===== src/rtl/uart_echo_buffer.sv =====
// -----------------------------------------------------------------------------
// uart_echo_buffer
//   FIFO-buffered echo path between uart_rx and uart_tx. Received bytes are
//   queued so that none are lost while the transmitter is busy. The block can
//   hold output until a complete line has arrived (LINE_MODE), can fold lower
//   case letters to upper case on the way out (UPPERCASE), and counts the
//   bytes it had to drop.
//
// Ports
//   clk, rst_n     : system clock, asynchronous active-low reset
//   rx_data/_valid : byte strobe from uart_rx
//   rx_data_ready  : constant 1, uart_rx is never back-pressured
//   tx_data/_valid : registered byte to uart_tx
//   tx_data_ready  : uart_tx accepts the byte
//   ovf_clr        : synchronous clear of ovf_count
//   fifo_count     : current FIFO occupancy
//   ovf_count      : saturating count of dropped bytes
//   fifo_full      : fifo_count == FIFO_DEPTH
// -----------------------------------------------------------------------------
module uart_echo_buffer #(
    parameter int                    DATA_WIDTH = 8,
    parameter int                    FIFO_DEPTH = 16,
    parameter int                    LINE_MODE  = 0,
    parameter logic [DATA_WIDTH-1:0] LINE_TERM  = DATA_WIDTH'(8'h0D),
    parameter int                    UPPERCASE  = 0,
    parameter int                    OVF_W      = 16
) (
    input  logic                          clk,
    input  logic                          rst_n,
    input  logic [DATA_WIDTH-1:0]         rx_data,
    input  logic                          rx_data_valid,
    output logic                          rx_data_ready,
    output logic [DATA_WIDTH-1:0]         tx_data,
    output logic                          tx_data_valid,
    input  logic                          tx_data_ready,
    input  logic                          ovf_clr,
    output logic [$clog2(FIFO_DEPTH):0]   fifo_count,
    output logic [OVF_W-1:0]              ovf_count,
    output logic                          fifo_full
);

    localparam int AW = $clog2(FIFO_DEPTH);
    localparam int CW = AW + 1;
    localparam logic [CW-1:0] DEPTH_C = CW'(FIFO_DEPTH);

    // Output mapping; the FIFO and the line compare always see raw bytes.
    function automatic logic [DATA_WIDTH-1:0] xform(input logic [DATA_WIDTH-1:0] b);
        logic [DATA_WIDTH-1:0] r;
        if ((UPPERCASE != 0) && (DATA_WIDTH == 8) &&
            (b >= DATA_WIDTH'(8'h61)) && (b <= DATA_WIDTH'(8'h7A))) begin
            r = b - DATA_WIDTH'(8'h20);
        end else begin
            r = b;
        end
        return r;
    endfunction

    logic [DATA_WIDTH-1:0] mem_q [FIFO_DEPTH];
    logic [AW-1:0]         wr_ptr_q, wr_ptr_d;
    logic [AW-1:0]         rd_ptr_q, rd_ptr_d;
    logic [CW-1:0]         count_q, count_d;
    logic [CW-1:0]         lines_q, lines_d;
    logic [OVF_W-1:0]      ovf_q, ovf_d;
    logic [DATA_WIDTH-1:0] tx_data_q, tx_data_d;
    logic                  tx_valid_q, tx_valid_d;
    logic                  full_q, full_d;

    logic [DATA_WIDTH-1:0] head_s;
    logic                  handoff_s, slot_free_s, release_s, pop_s, push_s, drop_s;
    logic                  line_inc_s, line_dec_s;

    // Push/pop decisions for this edge.
    always_comb begin
        head_s      = mem_q[rd_ptr_q];
        handoff_s   = tx_valid_q & tx_data_ready;
        slot_free_s = ~tx_valid_q | handoff_s;
        if (LINE_MODE != 0) begin
            // A full FIFO forces a flush so an over-long line cannot deadlock.
            release_s = (lines_q != {CW{1'b0}}) | (count_q == DEPTH_C);
        end else begin
            release_s = 1'b1;
        end
        pop_s  = slot_free_s & (count_q != {CW{1'b0}}) & release_s;
        // A byte arriving at a full FIFO still fits if the head leaves this edge.
        push_s = rx_data_valid & ((count_q != DEPTH_C) | pop_s);
        drop_s = rx_data_valid & ~push_s;
        line_inc_s = (LINE_MODE != 0) & push_s & (rx_data == LINE_TERM);
        line_dec_s = (LINE_MODE != 0) & pop_s & (head_s == LINE_TERM);
    end

    // Next-state for pointers, occupancy, line counter and overflow counter.
    always_comb begin
        wr_ptr_d = push_s ? (wr_ptr_q + AW'(1)) : wr_ptr_q;
        rd_ptr_d = pop_s  ? (rd_ptr_q + AW'(1)) : rd_ptr_q;

        case ({push_s, pop_s})
            2'b10:   count_d = count_q + CW'(1);
            2'b01:   count_d = count_q - CW'(1);
            default: count_d = count_q;
        endcase
        full_d = (count_d == DEPTH_C);

        case ({line_inc_s, line_dec_s})
            2'b10:   lines_d = lines_q + CW'(1);
            2'b01:   lines_d = lines_q - CW'(1);
            default: lines_d = lines_q;
        endcase

        // Clear wins over a simultaneous drop.
        if (ovf_clr) begin
            ovf_d = {OVF_W{1'b0}};
        end else if (drop_s && (ovf_q != {OVF_W{1'b1}})) begin
            ovf_d = ovf_q + OVF_W'(1);
        end else begin
            ovf_d = ovf_q;
        end
    end

    // Output register: load the transformed head, or retire the byte on handoff.
    always_comb begin
        tx_data_d  = tx_data_q;
        tx_valid_d = tx_valid_q;
        if (pop_s) begin
            tx_data_d  = xform(head_s);
            tx_valid_d = 1'b1;
        end else if (handoff_s) begin
            tx_valid_d = 1'b0;
        end else begin
            tx_valid_d = tx_valid_q;
        end
    end

    // FIFO storage; contents are don't-care until written, so no reset.
    always_ff @(posedge clk) begin
        if (push_s) begin
            mem_q[wr_ptr_q] <= rx_data;
        end
    end

    // Control state registers.
    always_ff @(posedge clk or negedge rst_n) begin
        if (!rst_n) begin
            wr_ptr_q   <= {AW{1'b0}};
            rd_ptr_q   <= {AW{1'b0}};
            count_q    <= {CW{1'b0}};
            lines_q    <= {CW{1'b0}};
            ovf_q      <= {OVF_W{1'b0}};
            tx_data_q  <= {DATA_WIDTH{1'b0}};
            tx_valid_q <= 1'b0;
            full_q     <= 1'b0;
        end else begin
            wr_ptr_q   <= wr_ptr_d;
            rd_ptr_q   <= rd_ptr_d;
            count_q    <= count_d;
            lines_q    <= lines_d;
            ovf_q      <= ovf_d;
            tx_data_q  <= tx_data_d;
            tx_valid_q <= tx_valid_d;
            full_q     <= full_d;
        end
    end

    assign rx_data_ready = 1'b1;
    assign tx_data       = tx_data_q;
    assign tx_data_valid = tx_valid_q;
    assign fifo_count    = count_q;
    assign ovf_count     = ovf_q;
    assign fifo_full     = full_q;

endmodule

===== config.mk =====
export PLATFORM = sky130hd
export DESIGN_NAME = uart_echo_buffer
export DESIGN_NICKNAME = d
export VERILOG_FILES = /design/src/rtl/uart_echo_buffer.sv
export SDC_FILE = /design/constraint.sdc
export NUM_CORES = 1
export LEC_CHECK = 0
export ABC_AREA = 0
export ABC_CLOCK_PERIOD_IN_PS = 3300
export BUFFER_PORTS_ARGS = -buffer_cell sky130_fd_sc_hd__buf_2
export CELL_PAD_IN_SITES_DETAIL_PLACEMENT = 1
export CELL_PAD_IN_SITES_GLOBAL_PLACEMENT = 1
export CORE_ASPECT_RATIO = 1.25
export CORE_UTILIZATION = 50
export CTS_CLUSTER_DIAMETER = 50
export DETAILED_ROUTE_END_ITERATION = 6
export PLACE_DENSITY_LB_ADDON = 0.1
export SYNTH_ARGS = -nofsm -noshare
export SYNTH_HDL_FRONTEND = slang
export SYNTH_SLANG_ARGS = --single-unit

===== constraint.sdc =====
create_clock -name clk -period 3.3 [get_ports clk]
set_input_delay 0.495 -clock clk [delete_from_list [all_inputs] [get_ports clk]]
set_output_delay 0.495 -clock clk [all_outputs]
set_load 0.05 [all_outputs]

# ---- After elaboration in Yosys (flattened, before gate mapping)
# Memories as Yosys holds them, arrays and structs flattened. A register that Yosys moved wholly into a read port is not among the register bits.
# Cells that the tools add are included.
dict set report totals {
  ramBits 128
  mem_count 1
  out_inout_bits 32
  word_cells 37
  in_bits 13
  ff_bits 31
}
# memory depth width rd rd_ports_with_merged_regs write_ports line
set memory_table {}
lappend memory_table {mem_q 16 8 1 1 1 58} ;# logic [DATA_WIDTH-1:0] mem_q [FIFO_DEPTH];
dict set report op_classes {
  reduce_logical 5
  eq_ne 5
  n_mux 7
  n_addsub 5
  bitwise 8
}
# cell count
set ops {}
lappend ops {{16-bit two-way mux} 2}
lappend ops {{16-bit by 1-bit adder with 16-bit output (second input constant)} 1}
lappend ops {{16-bit inequality test (second input constant)} 1}
lappend ops {{5-bit case mux with 2 select lines} 1}
lappend ops {{4-bit by 1-bit adder with 4-bit output (second input constant)} 2}
lappend ops {{5-bit by 1-bit adder with 5-bit output (second input constant)} 1}
lappend ops {{5-bit == test (second input constant)} 1}
lappend ops {{5-bit inequality test (second input constant)} 1}
lappend ops {{5-bit nonzero test} 1}
lappend ops {{5-bit by 1-bit subtractor with 5-bit output (second input constant)} 1}
lappend ops {{1-bit AND} 4}
lappend ops {{1-bit two-way mux} 4}
lappend ops {{2-bit nonzero test} 2}
lappend ops {{2-bit by 1-bit == test with 1-bit output (second input constant)} 1}
lappend ops {{2-bit == test (second input constant)} 1}
lappend ops {{1-bit NOT} 2}
lappend ops {{1-bit OR} 2}
lappend ops {{1-bit logical AND} 1}
lappend ops {{1-bit logical NOT} 1}

# ---- Longest topological paths before layout
dict set report logic_depth {
  word_depth 10
  depth_mapped 9
  mapped_depth_nobuf 9
}

# ---- Worst setup path after synthesis
# Ideal clock, no wire load.
dict set report synth_timing {
  path_type {reg-to-reg}
  from {reg count_q[0] (netlist: fifo_count[0])}
  to {reg full_q (netlist: fifo_full)}
  t_required_ns 3.206
  path_buffers 0
  path_stages_with_launch 10
  synth_period_minus_slack_ns 3.058
  arrival_time_ns 2.964
  path_slack_ns 0.242
  setup_ns 0.094
  cell_sequence {dfrtp_1 or4_1 o21ai_1 nor2_1 ha_1 and3_1 or3_1 a311oi_1 nand3_1 a211oi_1}
}
dict set report synth_between {
  elab_chain_cells 7
  elab_cells_between_ends 11
  cone_classes {add/sub (2); eq/ne (4); mux (1); bitwise (3); reduce/logical (1)}
}
# element line
set synth_lines {}
lappend synth_lines {{start: declaration} 61} ;# logic [CW-1:0] count_q, count_d;
lappend synth_lines {{start signal: assignment} 145} ;# count_q <= {CW{1'b0}};
lappend synth_lines {{start signal: assignment} 154} ;# count_q <= count_d;
lappend synth_lines {{5-bit nonzero test} 83} ;# pop_s = slot_free_s & (count_q != {CW{1'b0}}) & release_s;
lappend synth_lines {{1-bit AND} 83}
lappend synth_lines {{1-bit OR} 85} ;# push_s = rx_data_valid & ((count_q != DEPTH_C) | pop_s);
lappend synth_lines {{1-bit AND} 85}
lappend synth_lines {{2-bit by 1-bit == test with 1-bit output / 2-bit == test (equally long branches)} 96} ;# case ({push_s, pop_s})
lappend synth_lines {{5-bit case mux with 2 select lines (*)} 96}
lappend synth_lines {{net count_d[3]} 61}
lappend synth_lines {{5-bit == test (*)} 101} ;# full_d = (count_d == DEPTH_C);
lappend synth_lines {{net full_d} 66} ;# logic full_q, full_d;
lappend synth_lines {{end signal: assignment} 159} ;# full_q <= full_d;
lappend synth_lines {{end: declaration} 66}
# The timed path passes the listed nets; every way through them passes the cells marked *.
# A chain may end at the register's enable or synchronous reset.

# ---- Final worst setup path
dict set report layout_timing {
  from {reg count_q[1] (netlist: fifo_count[1])}
  to {reg full_q (netlist: fifo_full)}
}
# The elaborated chain is that of the path after synthesis.

==> flow_summary.json <==
{
  "hold_class": "input pin to async pin",
  "maxCapViolCount": 0,
  "grt_overflow": 0,
  "design.core.area_um2": 13800,
  "worst_pin_slew_ns": 0.971,
  "yosysMostFrequentCell": "edfxtp_1",
  "pwr-share-seq_pct": 41.1,
  "synth.ff_latch_count": 167,
  "area_growth_pct": 16.3,
  "synth_warnings": 0,
  "critPathArrivalTime_ns": 3.44,
  "initial_core_util_pct": 51.2,
  "reg2reg_depth": 9,
  "synthTopCellsByCount": "edfxtp_1 (128), dfrtp_1 (39), nor2_1 (35), mux4_2 (32), nand2_1 (28)",
  "worstReg2RegEnd": "fifo_full$_DFF_PN0_",
  "p_sw_share_pct": 33.2,
  "dieWidth_um": 108,
  "synth_cell_types": 47,
  "cts_tree": "done",
  "ys_seq_area_share_pct": 68.4,
  "final_area_um2": 8190,
  "yosys_most_used_dff": "edfxtp_1",
  "leakage_nw": 2.98,
  "vias": 4068,
  "fmax_mhz": 321,
  "wl_per_cell_um": 22.7,
  "final_layout_size_suffix_gt1_share_pct": 27.5,
  "worstSetupEndpointType": "register",
  "dr_wl_met3_um": 420,
  "io_pins": 45,
  "powerDensity_nw_per_um2": 842,
  "outcome": "finished, final reports clean",
  "synth_cells": 433,
  "synth.top_cell.area_share_pct": 54.6,
  "finalWirelength_mm": 15.6,
  "track_usage_pct": 23.7,
  "clockPowerShare_pct": 29.3,
  "fillCellCount": 1261,
  "fin_skew_ns": 0.00991,
  "cts.clk_slew.worst_paths_ns": 0.06,
  "drt_iter0_drc": 303,
  "htree_levels": 4,
  "die_area_um2": 14600,
  "synthArstFlopShare_pct": 23.4,
  "place_area_um2": 7580,
  "syn_area_um2": 7050,
  "layout_worst_path_cycle_share_pct": 94.5,
  "synth_area_per_cell_um2": 16.3,
  "postCtsHoldBufs": 0,
  "wl_met1_mm": 6.45,
  "ant_nets": 0,
  "power.switching_mw": 2.29,
  "start_kind": "register",
  "peakVddDrop_uv": 741,
  "synth_edf_count": 128,
  "detail_route.vias_per_cell": 5.92,
  "critPathMaxStageDelay_ns": 0.62,
  "intPower_mw": 4.60,
  "setup-violations-final": 0,
  "hold_viol_final": 0,
  "grt_pass1_wl_mm": 24.3,
  "routabilityCongestion": 0.844,
  "place_hpwl_mm": 10.6,
  "timing.final.max_slew_violations": 0,
  "crit_chain": "or4_1 > o21ai_1 > nor2_1 > ha_1 > and3_1 > or3_1 > a311oi_1 > nand3_1 > a211oi_1",
  "antenna_found_initial": 0,
  "rsz0062_at_grt": "no",
  "rrSetupSlack_ns": 0.18,
  "final_nets": 522,
  "min_period_ns": 3.12,
  "grt_max_degree": 40,
  "first_pass_iters": 4,
  "cts.sinks": 167,
  "cts_buffers": 17,
  "tns_ns": 0,
  "clk_path_buf_depth": 2,
  "p_total_mw": 6.90,
  "slowest_stage": "or4_1",
  "ys_top_cells_by_area": "edfxtp_1 (55%), dfrtp_1 (14%), mux4_2 (10%), mux2i_1 (2.4%), nor2_1 (1.9%)",
  "fp.dieH_um": 135,
  "worstSetupPathType": "register to register",
  "cts_setup_buffers": 0,
  "synth_nets": 456,
  "met2WireLength_mm": 8.37,
  "first_global_vias": 4328,
  "p_comb_share_pct": 29.6,
  "yosys.area.top_type": "edfxtp_1",
  "drcViolationCount": 0,
  "slew_headroom_pct": 35.3,
  "fp-row-count": 48,
  "clock_latency_ns": 0.43,
  "cts-root-buf": "clkbuf_16",
  "io_buffer_count": 43,
  "required_ns": 3.62,
  "cts_resized": 0,
  "cp_max_fo": 5,
  "dr.max_layer_used": "met4",
  "worst_r2r_startpoint": "fifo_count[1]$_DFF_PN0_",
  "antenna-diode-count": 0
}
==> worst max-delay path: cells and delay by family, from the launching register on <==
| family | cells | cell delay (ns) |
|---|---|---|
| AO/OA/AOI/OAI | 3 | 0.76 |
| adder cells (fa/ha/maj) | 1 | 0.36 |
| AND/OR/NAND/NOR | 5 | 1.52 |
| flip-flops | 1 | 0.37 |
==> placed cells by master (no fill, tap or decap), drive strengths merged, types with 5 or more instances in the layout <==
cell,count
a211oi,5
a21oi,7
and3,5
buf,69
clkbuf,19
clkinv,5
dfrtp,39
edfxtp,128
ha,9
inv,11
mux2,5
mux2i,17
mux4,32
nand2,28
nand3,11
nand4,7
nor2,35
nor3,7
nor4,5
o21ai,6
o221ai,8
xnor2,14
==> metrics by stage <==
stage	hold slack, ns	cells	setup WS (ns)	util, %
2_1_floorplan	0.199	433	0.242	-
3_3_place_gp	0.469	655	0.457	55.1
3_5_place_dp	0.475	655	0.235	55.1
4_1_cts	0.249	687	0.200	59.6
5_1_grt	0.291	687	0.0469	59.6
6_report	0.228	687	0.182	59.6
==> power by group through the flow <==
| stage | registers, mW | logic, mW | clock network, mW |
|---|---|---|---|
| global placement | 2.86 | 1.99 | 0 |
| detailed placement | 2.88 | 2.06 | 0 |
| floorplan | 3.01 | 1.27 | 0 |
| CTS | 2.84 | 2.07 | 2.06 |
| finish | 2.83 | 2.04 | 2.02 |
| global route | 2.87 | 2.19 | 2.13 |
==> kinds of logic (layout without fill, tap and decap cells) <==
group                    Yosys count  in the layout  share of synthesized area (%)
flip-flops                       167            167                           68.4
AND/OR/NAND/NOR                  114            114                           8.26
multiplexers                      54             54                           13.4
AO/OA/AOI/OAI                     39             39                           4.00
buffers and inverters             30            109                           1.72
XOR/XNOR                          18             18                           2.24
adder cells (fa/ha/maj)           10             10                           1.88
other                              1              1                         0.0532
==> flip-flops by register name (all words and copies together), names as in the netlist <==
name and flops:
fifo_count 5, wr_ptr_q 4, rd_ptr_q 4, mem_q 128
tx_data_valid 1, tx_data 8, ovf_count 16, fifo_full 1
==> worst max path at each step <==
stage / slack (ns) / from / end / cells past startpoint
floorplan: 0.24 / fifo_count[0]$_DFF_PN0_ / fifo_full$_DFF_PN0_ / 9
global placement: 0.46 / fifo_count[1]$_DFF_PN0_ / fifo_full$_DFF_PN0_ / 9
detailed placement: 0.23 / fifo_count[1]$_DFF_PN0_ / fifo_full$_DFF_PN0_ / 9
CTS: 0.20 / fifo_count[1]$_DFF_PN0_ / fifo_full$_DFF_PN0_ / 9
global route: 0.05 / fifo_count[1]$_DFF_PN0_ / fifo_full$_DFF_PN0_ / 9
finish: 0.18 / fifo_count[1]$_DFF_PN0_ / fifo_full$_DFF_PN0_ / 9
==> routing by layer <==
layer / track usage, % / up-vias
li1: - / 1814
met1: 28.2 / 2134
met2: 41.3 / 90
met3: 4.30 / 30
met4: 11.2 / 0
met5: 0 / -
==> area by class of cell <==
cell class,count,area (um^2),share of cell area [%]
Tap cell,175,219,2.67
Timing Repair Buffer,69,410,5.01
Multi-Input combinational cell,236,2100,25.7
Clock inverter,13,174,2.12
Inverter,8,30.0,0.367
Sequential cell,167,4820,58.9
Clock buffer,19,433,5.28
(Power assumes the default switching activity.)
